===== src/rtl/alu_pkg.sv =====
// alu_pkg: ALU select encoding shared by decode, the ID/EX register and the ALU.
// Ports: none (package).
package alu_pkg;

    localparam int unsigned ALU_SEL_W = 5;

    typedef logic [ALU_SEL_W-1:0] alu_sel_t;

endpackage : alu_pkg


===== src/rtl/pipe_pkg.sv =====
// pipe_pkg: shared types for the ID/EX pipeline register and its forwarding muxes.
// Ports: none (package).
package pipe_pkg;

    import alu_pkg::*;

    localparam logic [4:0] REG_X0 = 5'd0;

    typedef enum logic [1:0] {
        FWD_NONE,
        FWD_MEM,
        FWD_WB
    } fwd_sel_e;

    // WIDTH-independent part of the registered payload; operands and pc are
    // kept beside it because their width is a module parameter.
    typedef struct packed {
        alu_sel_t   sel;
        logic [31:0] imm;
        logic [4:0] rd_addr;
        logic [4:0] rs1_addr;
        logic [4:0] rs2_addr;
        logic       wb_en;
        logic       is_load;
    } id_ex_t;

endpackage : pipe_pkg


===== src/rtl/id_ex_fwd_mux.sv =====
// fwd_mux: per-operand bypass select for the EX stage.
// Ports:
//   addr      in   source register index of the stored operand
//   stored    in   operand value captured at decode
//   mem_en/mem_addr/mem_data  in  MEM-stage bypass source
//   wb_en/wb_addr/wb_data     in  WB-stage bypass source
//   data      out  resolved operand
//   sel       out  which source was chosen
module fwd_mux
    import pipe_pkg::*;
#(
    parameter int unsigned WIDTH = 32
) (
    input  logic [4:0]       addr,
    input  logic [WIDTH-1:0] stored,
    input  logic             mem_en,
    input  logic [4:0]       mem_addr,
    input  logic [WIDTH-1:0] mem_data,
    input  logic             wb_en,
    input  logic [4:0]       wb_addr,
    input  logic [WIDTH-1:0] wb_data,
    output logic [WIDTH-1:0] data,
    output fwd_sel_e         sel
);

    // x0 never forwards; MEM is younger than WB so it wins.
    always_comb begin
        sel = FWD_NONE;
        if (addr != REG_X0) begin
            if (mem_en && (mem_addr == addr)) begin
                sel = FWD_MEM;
            end else if (wb_en && (wb_addr == addr)) begin
                sel = FWD_WB;
            end
        end
    end

    always_comb begin
        data = stored;
        case (sel)
            FWD_MEM: data = mem_data;
            FWD_WB:  data = wb_data;
            default: data = stored;
        endcase
    end

endmodule : fwd_mux


===== src/rtl/id_ex_stage.sv =====
// id_ex_stage: decode-to-execute pipeline register with valid/ready handshake,
// MEM/WB operand forwarding, load-use stall and synchronous flush.
// Ports:
//   clk, rst_n            clock / async active-low reset
//   flush                 kill EX contents (branch/jump redirect)
//   id_valid / id_ready   decode-side handshake
//   id_*                  decoded instruction fields
//   ex_valid / ex_ready   execute-side handshake
//   ex_*                  registered instruction fields, operands forwarded
//   mem_fwd_*, wb_fwd_*   bypass sources from MEM and WB
module id_ex_stage
    import pipe_pkg::*;
#(
    parameter int unsigned WIDTH = 32
) (
    input  logic             clk,
    input  logic             rst_n,
    input  logic             flush,
    input  logic             id_valid,
    output logic             id_ready,
    input  logic [4:0]       id_sel,
    input  logic [4:0]       id_rs1_addr,
    input  logic [4:0]       id_rs2_addr,
    input  logic [4:0]       id_rd_addr,
    input  logic [WIDTH-1:0] id_rs1_data,
    input  logic [WIDTH-1:0] id_rs2_data,
    input  logic [31:0]      id_imm,
    input  logic [WIDTH-1:0] id_pc,
    input  logic             id_wb_en,
    input  logic             id_is_load,
    output logic             ex_valid,
    input  logic             ex_ready,
    output logic [4:0]       ex_sel,
    output logic [WIDTH-1:0] ex_rs1,
    output logic [WIDTH-1:0] ex_rs2,
    output logic [31:0]      ex_imm,
    output logic [WIDTH-1:0] ex_pc,
    output logic [4:0]       ex_rd_addr,
    output logic             ex_wb_en,
    output logic             ex_is_load,
    input  logic             mem_fwd_en,
    input  logic [4:0]       mem_fwd_addr,
    input  logic [WIDTH-1:0] mem_fwd_data,
    input  logic             wb_fwd_en,
    input  logic [4:0]       wb_fwd_addr,
    input  logic [WIDTH-1:0] wb_fwd_data
);

    id_ex_t           pl_q;
    logic [WIDTH-1:0] rs1_q;
    logic [WIDTH-1:0] rs2_q;
    logic [WIDTH-1:0] pc_q;
    fwd_sel_e         rs1_fwd;
    fwd_sel_e         rs2_fwd;
    logic             hazard;
    logic             id_fire;
    logic             ex_fire;

    // Conservative: any rs match stalls, whether or not the operand is used.
    always_comb begin
        hazard = ex_valid && pl_q.is_load && pl_q.wb_en && (pl_q.rd_addr != REG_X0) &&
                 ((pl_q.rd_addr == id_rs1_addr) || (pl_q.rd_addr == id_rs2_addr));
    end

    assign id_ready = !flush && !hazard && (!ex_valid || ex_ready);
    assign id_fire  = id_valid && id_ready;
    assign ex_fire  = ex_valid && ex_ready;

    fwd_mux #(.WIDTH(WIDTH)) u_fwd_rs1 (
        .addr     (pl_q.rs1_addr),
        .stored   (rs1_q),
        .mem_en   (mem_fwd_en),
        .mem_addr (mem_fwd_addr),
        .mem_data (mem_fwd_data),
        .wb_en    (wb_fwd_en),
        .wb_addr  (wb_fwd_addr),
        .wb_data  (wb_fwd_data),
        .data     (ex_rs1),
        .sel      (rs1_fwd)
    );

    fwd_mux #(.WIDTH(WIDTH)) u_fwd_rs2 (
        .addr     (pl_q.rs2_addr),
        .stored   (rs2_q),
        .mem_en   (mem_fwd_en),
        .mem_addr (mem_fwd_addr),
        .mem_data (mem_fwd_data),
        .wb_en    (wb_fwd_en),
        .wb_addr  (wb_fwd_addr),
        .wb_data  (wb_fwd_data),
        .data     (ex_rs2),
        .sel      (rs2_fwd)
    );

    always_ff @(posedge clk or negedge rst_n) begin
        if (!rst_n) begin
            ex_valid <= 1'b0;
            pl_q     <= '0;
            rs1_q    <= '0;
            rs2_q    <= '0;
            pc_q     <= '0;
        end else if (flush) begin
            ex_valid <= 1'b0;
        end else if (id_fire) begin
            ex_valid      <= 1'b1;
            pl_q.sel      <= id_sel;
            pl_q.imm      <= id_imm;
            pl_q.rd_addr  <= id_rd_addr;
            pl_q.rs1_addr <= id_rs1_addr;
            pl_q.rs2_addr <= id_rs2_addr;
            pl_q.wb_en    <= id_wb_en;
            pl_q.is_load  <= id_is_load;
            rs1_q         <= id_rs1_data;
            rs2_q         <= id_rs2_data;
            pc_q          <= id_pc;
        end else if (ex_fire) begin
            ex_valid <= 1'b0;
        end else if (ex_valid) begin
            // Stalled: capture any bypassed value so it survives the producer
            // retiring out of WB. Unforwarded operands already equal rs*_q.
            if (rs1_fwd != FWD_NONE) rs1_q <= ex_rs1;
            if (rs2_fwd != FWD_NONE) rs2_q <= ex_rs2;
        end
    end

    assign ex_sel     = pl_q.sel;
    assign ex_imm     = pl_q.imm;
    assign ex_pc      = pc_q;
    assign ex_rd_addr = pl_q.rd_addr;
    assign ex_wb_en   = pl_q.wb_en;
    assign ex_is_load = pl_q.is_load;

endmodule : id_ex_stage


===== config.mk =====
export PLATFORM = sky130hd
export DESIGN_NAME = id_ex_stage
export DESIGN_NICKNAME = d
export VERILOG_FILES = /design/src/rtl/alu_pkg.sv /design/src/rtl/pipe_pkg.sv /design/src/rtl/id_ex_fwd_mux.sv /design/src/rtl/id_ex_stage.sv
export SDC_FILE = /design/constraint.sdc
export NUM_CORES = 1
export LEC_CHECK = 0
export CAP_MARGIN = 20
export CELL_PAD_IN_SITES_DETAIL_PLACEMENT = 2
export CELL_PAD_IN_SITES_GLOBAL_PLACEMENT = 2
export CORE_MARGIN = 2
export CORE_UTILIZATION = 29
export DETAILED_ROUTE_END_ITERATION = 12
export GPL_TIMING_DRIVEN = 0
export PLACE_DENSITY_LB_ADDON = 0.2
export SKIP_LAST_GASP = 1
export SLEW_MARGIN = 20
export SYNTH_ARGS = -nofsm -noshare
export SYNTH_HDL_FRONTEND = slang
export SYNTH_SLANG_ARGS = --single-unit

===== constraint.sdc =====
create_clock -name clk -period 12.15 [get_ports clk]
set_clock_uncertainty 0.15 [all_clocks]
set_input_delay 3.0375 -clock clk [delete_from_list [all_inputs] [get_ports clk]]
set_output_delay 3.0375 -clock clk [all_outputs]
set_load 0.1 [all_outputs]

==> results.md, run 1 <==
- Setup bufs post-CTS: 0
- Antenna-violating nets left: 0
- Mapped Cells: 720
- # DRC: 0
- Most frequent cells in the layout: 371 x clkdlybuf4s50_1, 151 x dfrtp_1, 121 x mux2_2
- Tmin final: 10.74 ns
- Warnings from Yosys: 0
- Slowest CP cell: clkdlybuf4s50_1
- Routed WL: 34200 um
- Worst Path Arrival: 7.56 ns
- CTS Root Buffer Type: clkbuf_16
- CTS Buf Count: 17
- Combinational power share: between 60 and 70%
- Post-Route Setup TNS: 0 ns
- Post-DP HPWL: 26200 um
- Max Freq: between 90 and 100 MHz
- Hold_buf cts: 0
- Max-cap viol count: 0
- Die Wd: 178 um
- Final instance area: 13700 sq um
- Critical Path RT: ~9 ns
- Syn_nets: between 900 and 1k
- Vias in the first global route: 8236
- Final GP Congestion: 0.772
- Commonest non-fill, non-tap cell in the layout: clkdlybuf4s50_1
- Sequential area share after synthesis: about 43%
- Rel. slew slack: 25.2%
- Slew Limit Fails: 0
- Initial DRC count: 288
- Hold/Removal Path Class: register to register
- Clock transition at path regs: 0.06 ns
- Tcrit/Tclk final: 88.4%
- Gr usage total: 21.8%
- CP most frequent cell: clkdlybuf4s50_1
- CTS sink count: 151
- Placed Instances: 1483
- Cell Int Power: approximately 1.7 mW
- Share of layout cells above drive strength 1: 27.6%
- Cells along the critical path: clkdlybuf4s50_1, xor2_1, nor4_1, and3_1, or4_1, ha_1, clkbuf_1, buf_1, nor2_1, a21oi_1, clkdlybuf4s50_1
- Layout overhead on the synthesized area: 55.3%
- Outcome: finished, final reports clean
- Post-cts sizing count: 0
- Clock latency at the later pin of the worst-skew pair: 0.44 ns
- RSZ-0062 raised after global routing: no
- Die height: 178 um
- # nets final: 1349
- Cell row count: 63
- Sw Ratio: 53.8%
- Crit-path max FO: 10
- Initial core utilization: 29.6%
- Yosys reg bits: about 150
- Final setup viols: 0
- Max VDD drop: 0.000107 V
- Clock buffer depth: 2
- Initial antenna violation count: 8
- CTS tree: done
- Actual slew at the worst max-slew pin: 1.12 ns
- Mapped cell area: around 9000 sq um
- First drt pass iteration count: 4
- Global route overflow: 0
- Clk pwr share: between 15 and 20%
- Vias post-DR: 7302
- Post-DR vias/cell: 4.80
- Psw: 1.94 mW
- DIE AREA: 31700 sq um
- Final Hold Fails: 0
- Worst setup EP type: output port
- Post-Layout Cell Count: 1521
- Power density over cell area: roughly 260 nW/um^2
- First-pass GRT wire length: roughly 50000 um
- Post-place instance area: 13000 sq um
- H-tree Lvls: 4
- Mapped Avg Cell Area: 12.2 sq um
- Io pins: 373
- Family with the most delay on the worst path: buffers and inverters
- Largest net degree at the start of global routing: 90
- Avg WL per Cell: 22.5 um
- Setup CP Type: primary input to output port
- Kind of start point of the critical path: primary input
- Seq pwr share: about a fifth
- Crit path buf inv count: 4
- CORE AREA: 29700 sq um
- Max stage delay on crit path: between 1 and 1.5 ns
- Netlist cell types: 31
- Leakage: 5.75 nW
- I/O Buffers: 372
[through the flow]
step	power (mW)	utilization, %	setup WS [ns]	hold WS (ns)
global route	3.76	45.9	1.15	0.367
global placement	3.03	43.8	0.882	0.337
detailed placement	3.07	43.9	1.34	0.346
CTS	3.65	45.9	1.33	0.363
finish	3.61	46.0	1.41	0.358
floorplan	2.51	-	2.59	0.331
[logic make-up after synthesis]
kind of cell	count (synthesis)	share of synthesized area, %
xor gates and xnor gates	30	2.99
DFF	151	43.0
muxes	214	31.2
AOI/OAI and AO/OA	137	10.2
and+or+nand+nor	88	4.30
adders and majority gates	6	0.854
buffers and inverters	94	7.57
[registers in the layout (all words and copies together) (netlist names)]
register    cells
ex_sel          5
rs2_q          32
ex_rd_addr      5
ex_pc          32
rs1_q          32
ex_valid        1
pl_q           10
ex_imm         32
ex_wb_en        1
ex_is_load      1
[worst paths after layout]
kind	depth (start not counted)	slack, ns	endpoint	from
max	11	1.41	ex_rs1[7]	mem_fwd_addr[2]
min	1	0.36	rs1_q[21]	rs1_q[21]
max reg2reg	10	8.24	rs1_q[17]	pl_q[11]
min reg2reg	1	0.36	rs1_q[21]	rs1_q[21]
max in group asynchronous	2	8.61	ex_pc[27]	rst_n
min in group asynchronous	1	2.38	rs2_q[25]	rst_n
[power by group through the flow]
| stage | clock, mW | sequential [mW] | combinational [mW] |
|---|---|---|---|
| after detailed placement | 0 | 0.766 | 2.30 |
| after CTS | 0.572 | 0.760 | 2.32 |
| after global routing | 0.592 | 0.781 | 2.39 |
| final | 0.555 | 0.759 | 2.30 |
| after global placement | 0 | 0.756 | 2.28 |
| after floorplan | 0 | 0.887 | 1.62 |
[final cells by class]
cell class,count,area (sq um)
Timing Repair Buffer,373,3760
Sequential cell,151,3780
Multi-Input combinational cell,475,4360
Tap cell,390,488
Antenna cell,6,15.0
Inverter,4,15.0
Clock inverter,14,166
Clock buffer,18,429
Buffer,90,651
Fill cell,3027,16100
[synth_stat cells (all sizes together)]
cell	count	area share, %
mux2	214	31
buf	66	6.4
inv	4	0.17
nor4	2	0.14
xnor2	12	1.2
a21oi	64	3.6
nand2	4	0.17
and3b	1	0.10
ha	6	0.85
nor2	69	2.9
o21ai	5	0.41
nand4	2	0.14
clkbuf	24	1.0
or4	5	0.47
dfrtp	151	43
xor2	18	1.8
nor3	2	0.11
o311ai	2	0.20
o2111ai	1	0.30
and3	2	0.14
a22oi	65	5.6
nand2b	1	0.071
[per-layer routing]
| metal | up-vias | global-route usage (%) | part of all wire (%) |
|---|---|---|---|
| li1 | 3339 | - | - |
| met1 | 3663 | 25.3 | 40 |
| met2 | 273 | 38.0 | 50 |
| met3 | 27 | 7.89 | 8.1 |
| met4 | 0 | 5.40 | 1.3 |
| met5 | - | 0 | 0 |
No activity file was read; power rests on OpenSTA's default activity.
==> run 2, diff against run 1 <==
--- a/config.mk
+++ b/config.mk
@@ -12,6 +12,7 @@
 export CORE_UTILIZATION = 29
 export DETAILED_ROUTE_END_ITERATION = 12
 export GPL_TIMING_DRIVEN = 0
+export MAX_ROUTING_LAYER = met4
 export PLACE_DENSITY_LB_ADDON = 0.2
 export SKIP_LAST_GASP = 1
 export SLEW_MARGIN = 20
==> run 2 against run 1 <==
Design area about the same. Highest routed layer unchanged. Largest power group unchanged. Core utilization about the same. Flip-flop and latch count unchanged.
==> results.md, run 2 (same netlist as run 1, synthesis figures left out) <==
- Outcome: finished, final reports clean
- Die Wd: 178 um (unchanged)
- Worst r2r src: pl_q[11]
- Final Hold Fails: 0 (unchanged)
- Die height: 178 um (unchanged)
- First drt pass iteration count: 4 (unchanged)
- Post-DP HPWL: 26200 um (unchanged)
- Post-DR vias/cell: 4.79 (-0.29%)
- CTS Root Buffer Type: clkbuf_16
- Actual slew at the worst max-slew pin: 1.12 ns (-0.0000523 ns)
- # DRC: 0 (unchanged)
- DIE AREA: 31700 sq um (unchanged)
- I/O Buffers: 372 (unchanged)
- Initial DRC count: 303 (+5.2%)
- CTS tree: done
- Clock transition at path regs: 0.06 ns (about the same)
- R2r setup slk: 8.21 ns (-0.03 ns)
- Max Freq: 93.2 MHz (+0.13%)
- Final setup viols: 0 (unchanged)
- Endpoint, Worst Hold: rs1_q[21]
- Initial antenna violation count: 8 (unchanged)
- Leakage: 5.75 nW (about the same)
- Top layer reached by signal wires: met4
- Rel. slew slack: 25.2% (about the same)
- Post-cts sizing count: 0 (unchanged)
- Max VDD drop: 0.000108 V (+0.45%)
- Avg WL per Cell: 22.5 um (about the same)
- Routed WL: 34200 um (+0.15%)
- Vias in the first global route: 8290 (+0.66%)
- Clock buffer depth: 2 (unchanged)
- Antenna-violating nets left: 0 (unchanged)
- First-pass GRT wire length: 51200 um (-0.35%)
- H-tree Lvls: 4 (unchanged)
- Cell row count: 63 (unchanged)
- Crit-path max FO: 10 (unchanged)
- Hold/Removal Path Class: register to register
- Largest net degree at the start of global routing: 90 (unchanged)
- Worst setup EP type: output port
- Tcrit/Tclk final: 88.3% (-0.11 points)
- Routed wl met2: 17200 um (about the same)
- Share of layout cells above drive strength 1: 27.6% (unchanged)
- R2r worst-path depth: 10 (unchanged)
- Tmin final: 10.73 ns (-0.0136 ns)
- Io pins: 373 (unchanged)
- Initial core utilization: 29.6% (unchanged)
- Most frequent cells in the layout: 371 x clkdlybuf4s50_1, 151 x dfrtp_1, 121 x mux2_2
- RSZ-0062 raised after global routing: no
- Setup CP Type: primary input to output port
- Critical Path RT: 8.96 ns (about the same)
- Vias post-DR: 7295 (-0.096%)
- Slew Limit Fails: 0 (unchanged)
- Worst hold stages: 1 (unchanged)
- Total Power: 3.61 mW (about the same)
- Worst hold path startpoint: rs1_q[21]
- Post-place instance area: 13000 sq um (unchanged)
- Global route overflow: 0 (unchanged)
- CTS Buf Count: 17 (unchanged)
- Met1 Wirelength: 13900 um (+0.90%)
- Worst Path Arrival: 7.54 ns (-0.02 ns)
- Final instance area: 13700 sq um (about the same)
- Kind of start point of the critical path: primary input
- Met3 WL post-DR: 2720 um (-1.5%)
- Max-cap viol count: 0 (unchanged)
- # nets final: 1349 (unchanged)
- CTS sink count: 151 (unchanged)
- Final GP Congestion: 0.782 (+1.4%)
- Power density over cell area: 264 nW/um^2 (about the same)
- Commonest non-fill, non-tap cell in the layout: clkdlybuf4s50_1
- Setup bufs post-CTS: 0 (unchanged)
- Hold_buf cts: 0 (unchanged)
- CORE AREA: 29700 sq um (unchanged)
- Post-Route Setup TNS: 0 ns (unchanged)
- Clock latency at the later pin of the worst-skew pair: 0.44 ns (about the same)
- Layout overhead on the synthesized area: 55.4% (about the same)
- Gr usage total: 22.4% (+0.65 points)
- FF-to-FF End: rs1_q[3]
==> run 2: changes by cell type in the layout (fill, tap and decap cells not counted) <==
cell / change
diode_2: +3
==> run 2: cell type report <==
class | instances | area, sq um
clock buffers | 18 | 429
multi-input cells | 475 | 4360
repair buffers | 373 | 3760
well taps | 390 | 488
plain buffers | 90 | 651
inverters | 4 | 15.0
clock inverters | 14 | 166
diodes | 9 | 22.5
flip-flops and latches | 151 | 3780
fillers | 3027 | 16100
==> run 2: worst max path at each step <==
stage / startpoint / endpoint / slack (ns) / depth (start not counted)
after CTS: mem_fwd_addr[2] / ex_rs1[7] / 1.33 / 11
after global placement: rst_n / ex_pc[14] / 0.88 / 1
after global routing: mem_fwd_addr[2] / ex_rs1[4] / 1.15 / 11
final: mem_fwd_addr[2] / ex_rs1[3] / 1.42 / 11
after floorplan: mem_fwd_addr[2] / ex_rs1[10] / 2.59 / 9
after detailed placement: mem_fwd_addr[2] / ex_rs1[7] / 1.34 / 11
==> run 2: metrics by stage <==
stage                     worst slack, ns  utilization, %  cells  hold WS [ns]
after floorplan                      2.59               -    720         0.331
after global placement              0.882            43.8   1482         0.337
after detailed placement             1.34            43.9   1483         0.346
after CTS                            1.33            45.9   1515         0.363
after global routing                 1.15            46.0   1523         0.367
final                                1.42            46.0   1524         0.358
==> run 2: power by group <==
part           switching (mW)  internal [mW]  total, mW  leakage, nW
Clock                   0.246          0.309      0.555        0.287
Combinational            1.60          0.698       2.30         3.67
Sequential             0.0966          0.662      0.759         1.79
==> run 2: worst max-delay path, cell delays in order <==
cell	delay (ns)
clkdlybuf4s50_1	0.52
xor2_1	0.16
nor4_1	0.07
and3_1	0.17
or4_1	0.60
ha_1	0.32
clkbuf_1	0.50
buf_1	0.59
nor2_1	0.11
a21oi_1	0.26
clkdlybuf4s50_1	1.19
==> run 2: per-layer routing <==
metal,GRT usage [%],vias to the layer above
li1,-,3342
met1,25.5,3663
met2,38.0,268
met3,7.65,22
met4,5.40,0
met5,-,-
==> run 3, diff against run 2 <==
--- a/config.mk
+++ b/config.mk
@@ -8,7 +8,7 @@
 export CAP_MARGIN = 20
 export CELL_PAD_IN_SITES_DETAIL_PLACEMENT = 2
 export CELL_PAD_IN_SITES_GLOBAL_PLACEMENT = 2
-export CORE_MARGIN = 2
+export CORE_MARGIN = 10
 export CORE_UTILIZATION = 29
 export DETAILED_ROUTE_END_ITERATION = 12
 export GPL_TIMING_DRIVEN = 0
==> run 3 against run 2 <==
Design area hardly changed. Non-clock buffer count stayed put. Clock-buffer cell count did not move. Hold slack worse by 0.0014 ns. Cell count down 0.20%. Critical path depth did not move. Largest power group unchanged. Critical path type unchanged.
==> results.md, run 3 (same netlist as run 1, synthesis figures left out) <==
- I/O Buffers: 372 (unchanged)
- Seq pwr share: 20.8% (-0.2 points)
- Hold_buf cts: 0 (unchanged)
- # nets final: 1349 (unchanged)
- CTS tree: done
- Max-cap viol count: 0 (unchanged)
- Final Hold Fails: 0 (unchanged)
- Post-DR vias/cell: 4.82 (+0.60%)
- Clock transition at path regs: 0.07 ns (about the same)
- Final instance area: 13700 sq um (about the same)
- Cell row count: 63 (unchanged)
- DIE AREA: 37700 sq um (+19%)
- Max Freq: 92.9 MHz (-0.32%)
- Vias post-DR: 7324 (+0.40%)
- Io pins: 373 (unchanged)
- Tcrit/Tclk final: 88.6% (+0.28 points)
- Worst r2r src: pl_q[10]
- Layout overhead on the synthesized area: 55.5% (about the same)
- CTS Buf Count: 17 (unchanged)
- Power density over cell area: 267 nW/um^2 (+1.1%)
- Clock buffer depth: 2 (unchanged)
- Cells along the critical path: clkdlybuf4s50_1, xor2_1, nor4_1, and3_1, or4_1, ha_1, clkbuf_1, buf_1, nor2_1, a21oi_1, clkdlybuf4s50_1
- # DRC: 0 (unchanged)
- Post-DP HPWL: 29700 um (+13%)
- Final GP Congestion: 0.780 (-0.29%)
- Worst setup margin: 1.39 ns (-0.0346 ns)
- Routed WL: 37900 um (+11%)
- Initial DRC count: 284 (-6.3%)
- Critical Path RT: 8.96 ns (about the same)
- Post-Layout Cell Count: 1521 (-0.20%)
- Largest net degree at the start of global routing: 86 (-4.4%)
- Most frequent cells in the layout: 371 x clkdlybuf4s50_1, 151 x dfrtp_1, 121 x mux2_2
- Slew Limit Fails: 0 (unchanged)
- Grt peak-use layer: met2
- Kind of start point of the critical path: primary input
- Tmin final: 10.76 ns (+0.0346 ns)
- RSZ-0062 raised after global routing: no
- Clk pwr share: 15.8% (+0.4 points)
- Global route overflow: 0 (unchanged)
- Rel. slew slack: 21.4% (-3.8 points)
- Worst Path Arrival: 7.58 ns (+0.04 ns)
- Core Util, Final: 45.9% (-0.080 points)
- Initial core utilization: 29.5% (-0.078 points)
- Slowest CP cell: clkdlybuf4s50_1
- Vias in the first global route: 8540 (+3.0%)
- First-pass GRT wire length: 56400 um (+10%)
- Die Wd: 194 um (+9.0%)
- Outcome: finished, final reports clean
- H-tree Lvls: 4 (unchanged)
- Setup bufs post-CTS: 0 (unchanged)
- Avg WL per Cell: 24.9 um (+11%)
- Dpl ws: 1.30 ns (-0.0377 ns)
- Post-place instance area: 13000 sq um (about the same)
- FF-to-FF End: rs1_q[20]
- Post-cts sizing count: 0 (unchanged)
- Global-route met1 utilization: 22.9% (-2.6 points)
- Commonest non-fill, non-tap cell in the layout: clkdlybuf4s50_1
- Crit path buf inv count: 4 (unchanged)
- Sw Ratio: 53.8% (about the same)
- R2r worst-path depth: 10 (unchanged)
- Met3 usage: 7.69% (+0.042 points)
- Final setup viols: 0 (unchanged)
- CP most frequent cell: clkdlybuf4s50_1
- Endpoint, Worst Hold: ex_imm[23]
- Setup CP Type: primary input to output port
- Initial antenna violation count: 5 (-3)
- CORE AREA: 29800 sq um (+0.27%)
- Clock latency at the later pin of the worst-skew pair: 0.44 ns (about the same)
- Gr usage total: 20.2% (-2.3 points)
- First drt pass iteration count: 4 (unchanged)
- Max VDD drop: 0.0000922 V (-14%)
- Combinational power share: 63.4% (-0.2 points)
- CTS Root Buffer Type: clkbuf_16
- Psw: 1.96 mW (+1.1%)
- R2r setup slk: 8.26 ns (+0.05 ns)
- Worst setup EP type: output port
- CTS sink count: 151 (unchanged)
- Worst hold stages: 1 (unchanged)
- Antenna-violating nets left: 0 (unchanged)
- Actual slew at the worst max-slew pin: 1.18 ns (+0.0568 ns)
- Placed Instances: 1483 (unchanged)
- Routing usage on met2: 33.2% (-4.8 points)
- Post-Route Setup TNS: 0 ns (unchanged)
- Crit-path max FO: 10 (unchanged)
- Max stage delay on crit path: 1.20 ns (about the same)
- Cell Int Power: 1.69 mW (+1.2%)
- Die height: 194 um (+9.0%)
- Hold/Removal Path Class: register to register
- Family with the most delay on the worst path: buffers and inverters
- Worst hold path startpoint: ex_imm[23]
- Share of layout cells above drive strength 1: 27.6% (unchanged)
- Leakage: 5.76 nW (+0.22%)
==> run 3: cell types whose count changed in the layout (fill, tap and decap cells not counted), sizes merged <==
cell	before	now
diode	9	6
inv	10	11
clkinvlp	2	1
bufinv	2	3
clkinv	4	3
==> run 3: how the worst max path moves through the flow <==
stage                                from          to  slack [ns]  depth (start not counted)
after CTS                 mem_fwd_addr[3]  ex_rs1[12]        1.29                         11
after global routing      mem_fwd_addr[3]   ex_rs1[7]        1.18                         11
after global placement              rst_n  ex_imm[15]        0.82                          1
after floorplan           mem_fwd_addr[2]  ex_rs1[10]        2.59                          9
after detailed placement  mem_fwd_addr[3]   ex_rs1[3]        1.30                         11
final                     mem_fwd_addr[3]  ex_rs1[12]        1.39                         11
==> run 3: area by class of cell <==
| type | instances | area (sq um) |
|---|---|---|
| antenna | 6 | 15.0 |
| buffer | 90 | 651 |
| clock buffer | 18 | 429 |
| clock inverter | 14 | 186 |
| fill | 3056 | 16100 |
| inverter | 4 | 15.0 |
| multi-input combinational | 475 | 4360 |
| sequential | 151 | 3780 |
| tap | 390 | 488 |
| timing repair buffer | 373 | 3760 |
==> run 3: stage by stage <==
stage | power, mW | hold WS, ns
finish | 3.65 | 0.357
global route | 3.80 | 0.376
CTS | 3.69 | 0.362
detailed placement | 3.09 | 0.346
global placement | 3.05 | 0.338
floorplan | 2.51 | 0.331
==> run 3: per-layer routing <==
metal	vias to the layer above	part of all wire [%]
met4	0	0.94
met5	-	0
met1	3704	42
li1	3341	-
met3	24	7.8
met2	255	49
==> run 3: power groups by stage <==
stage / Combinational, mW / Sequential [mW] / Clock [mW]
5_1_grt: 2.40 / 0.784 / 0.615
4_1_cts: 2.34 / 0.762 / 0.595
2_1_floorplan: 1.62 / 0.887 / 0
6_report: 2.31 / 0.761 / 0.578
3_5_place_dp: 2.32 / 0.767 / 0
3_3_place_gp: 2.30 / 0.757 / 0
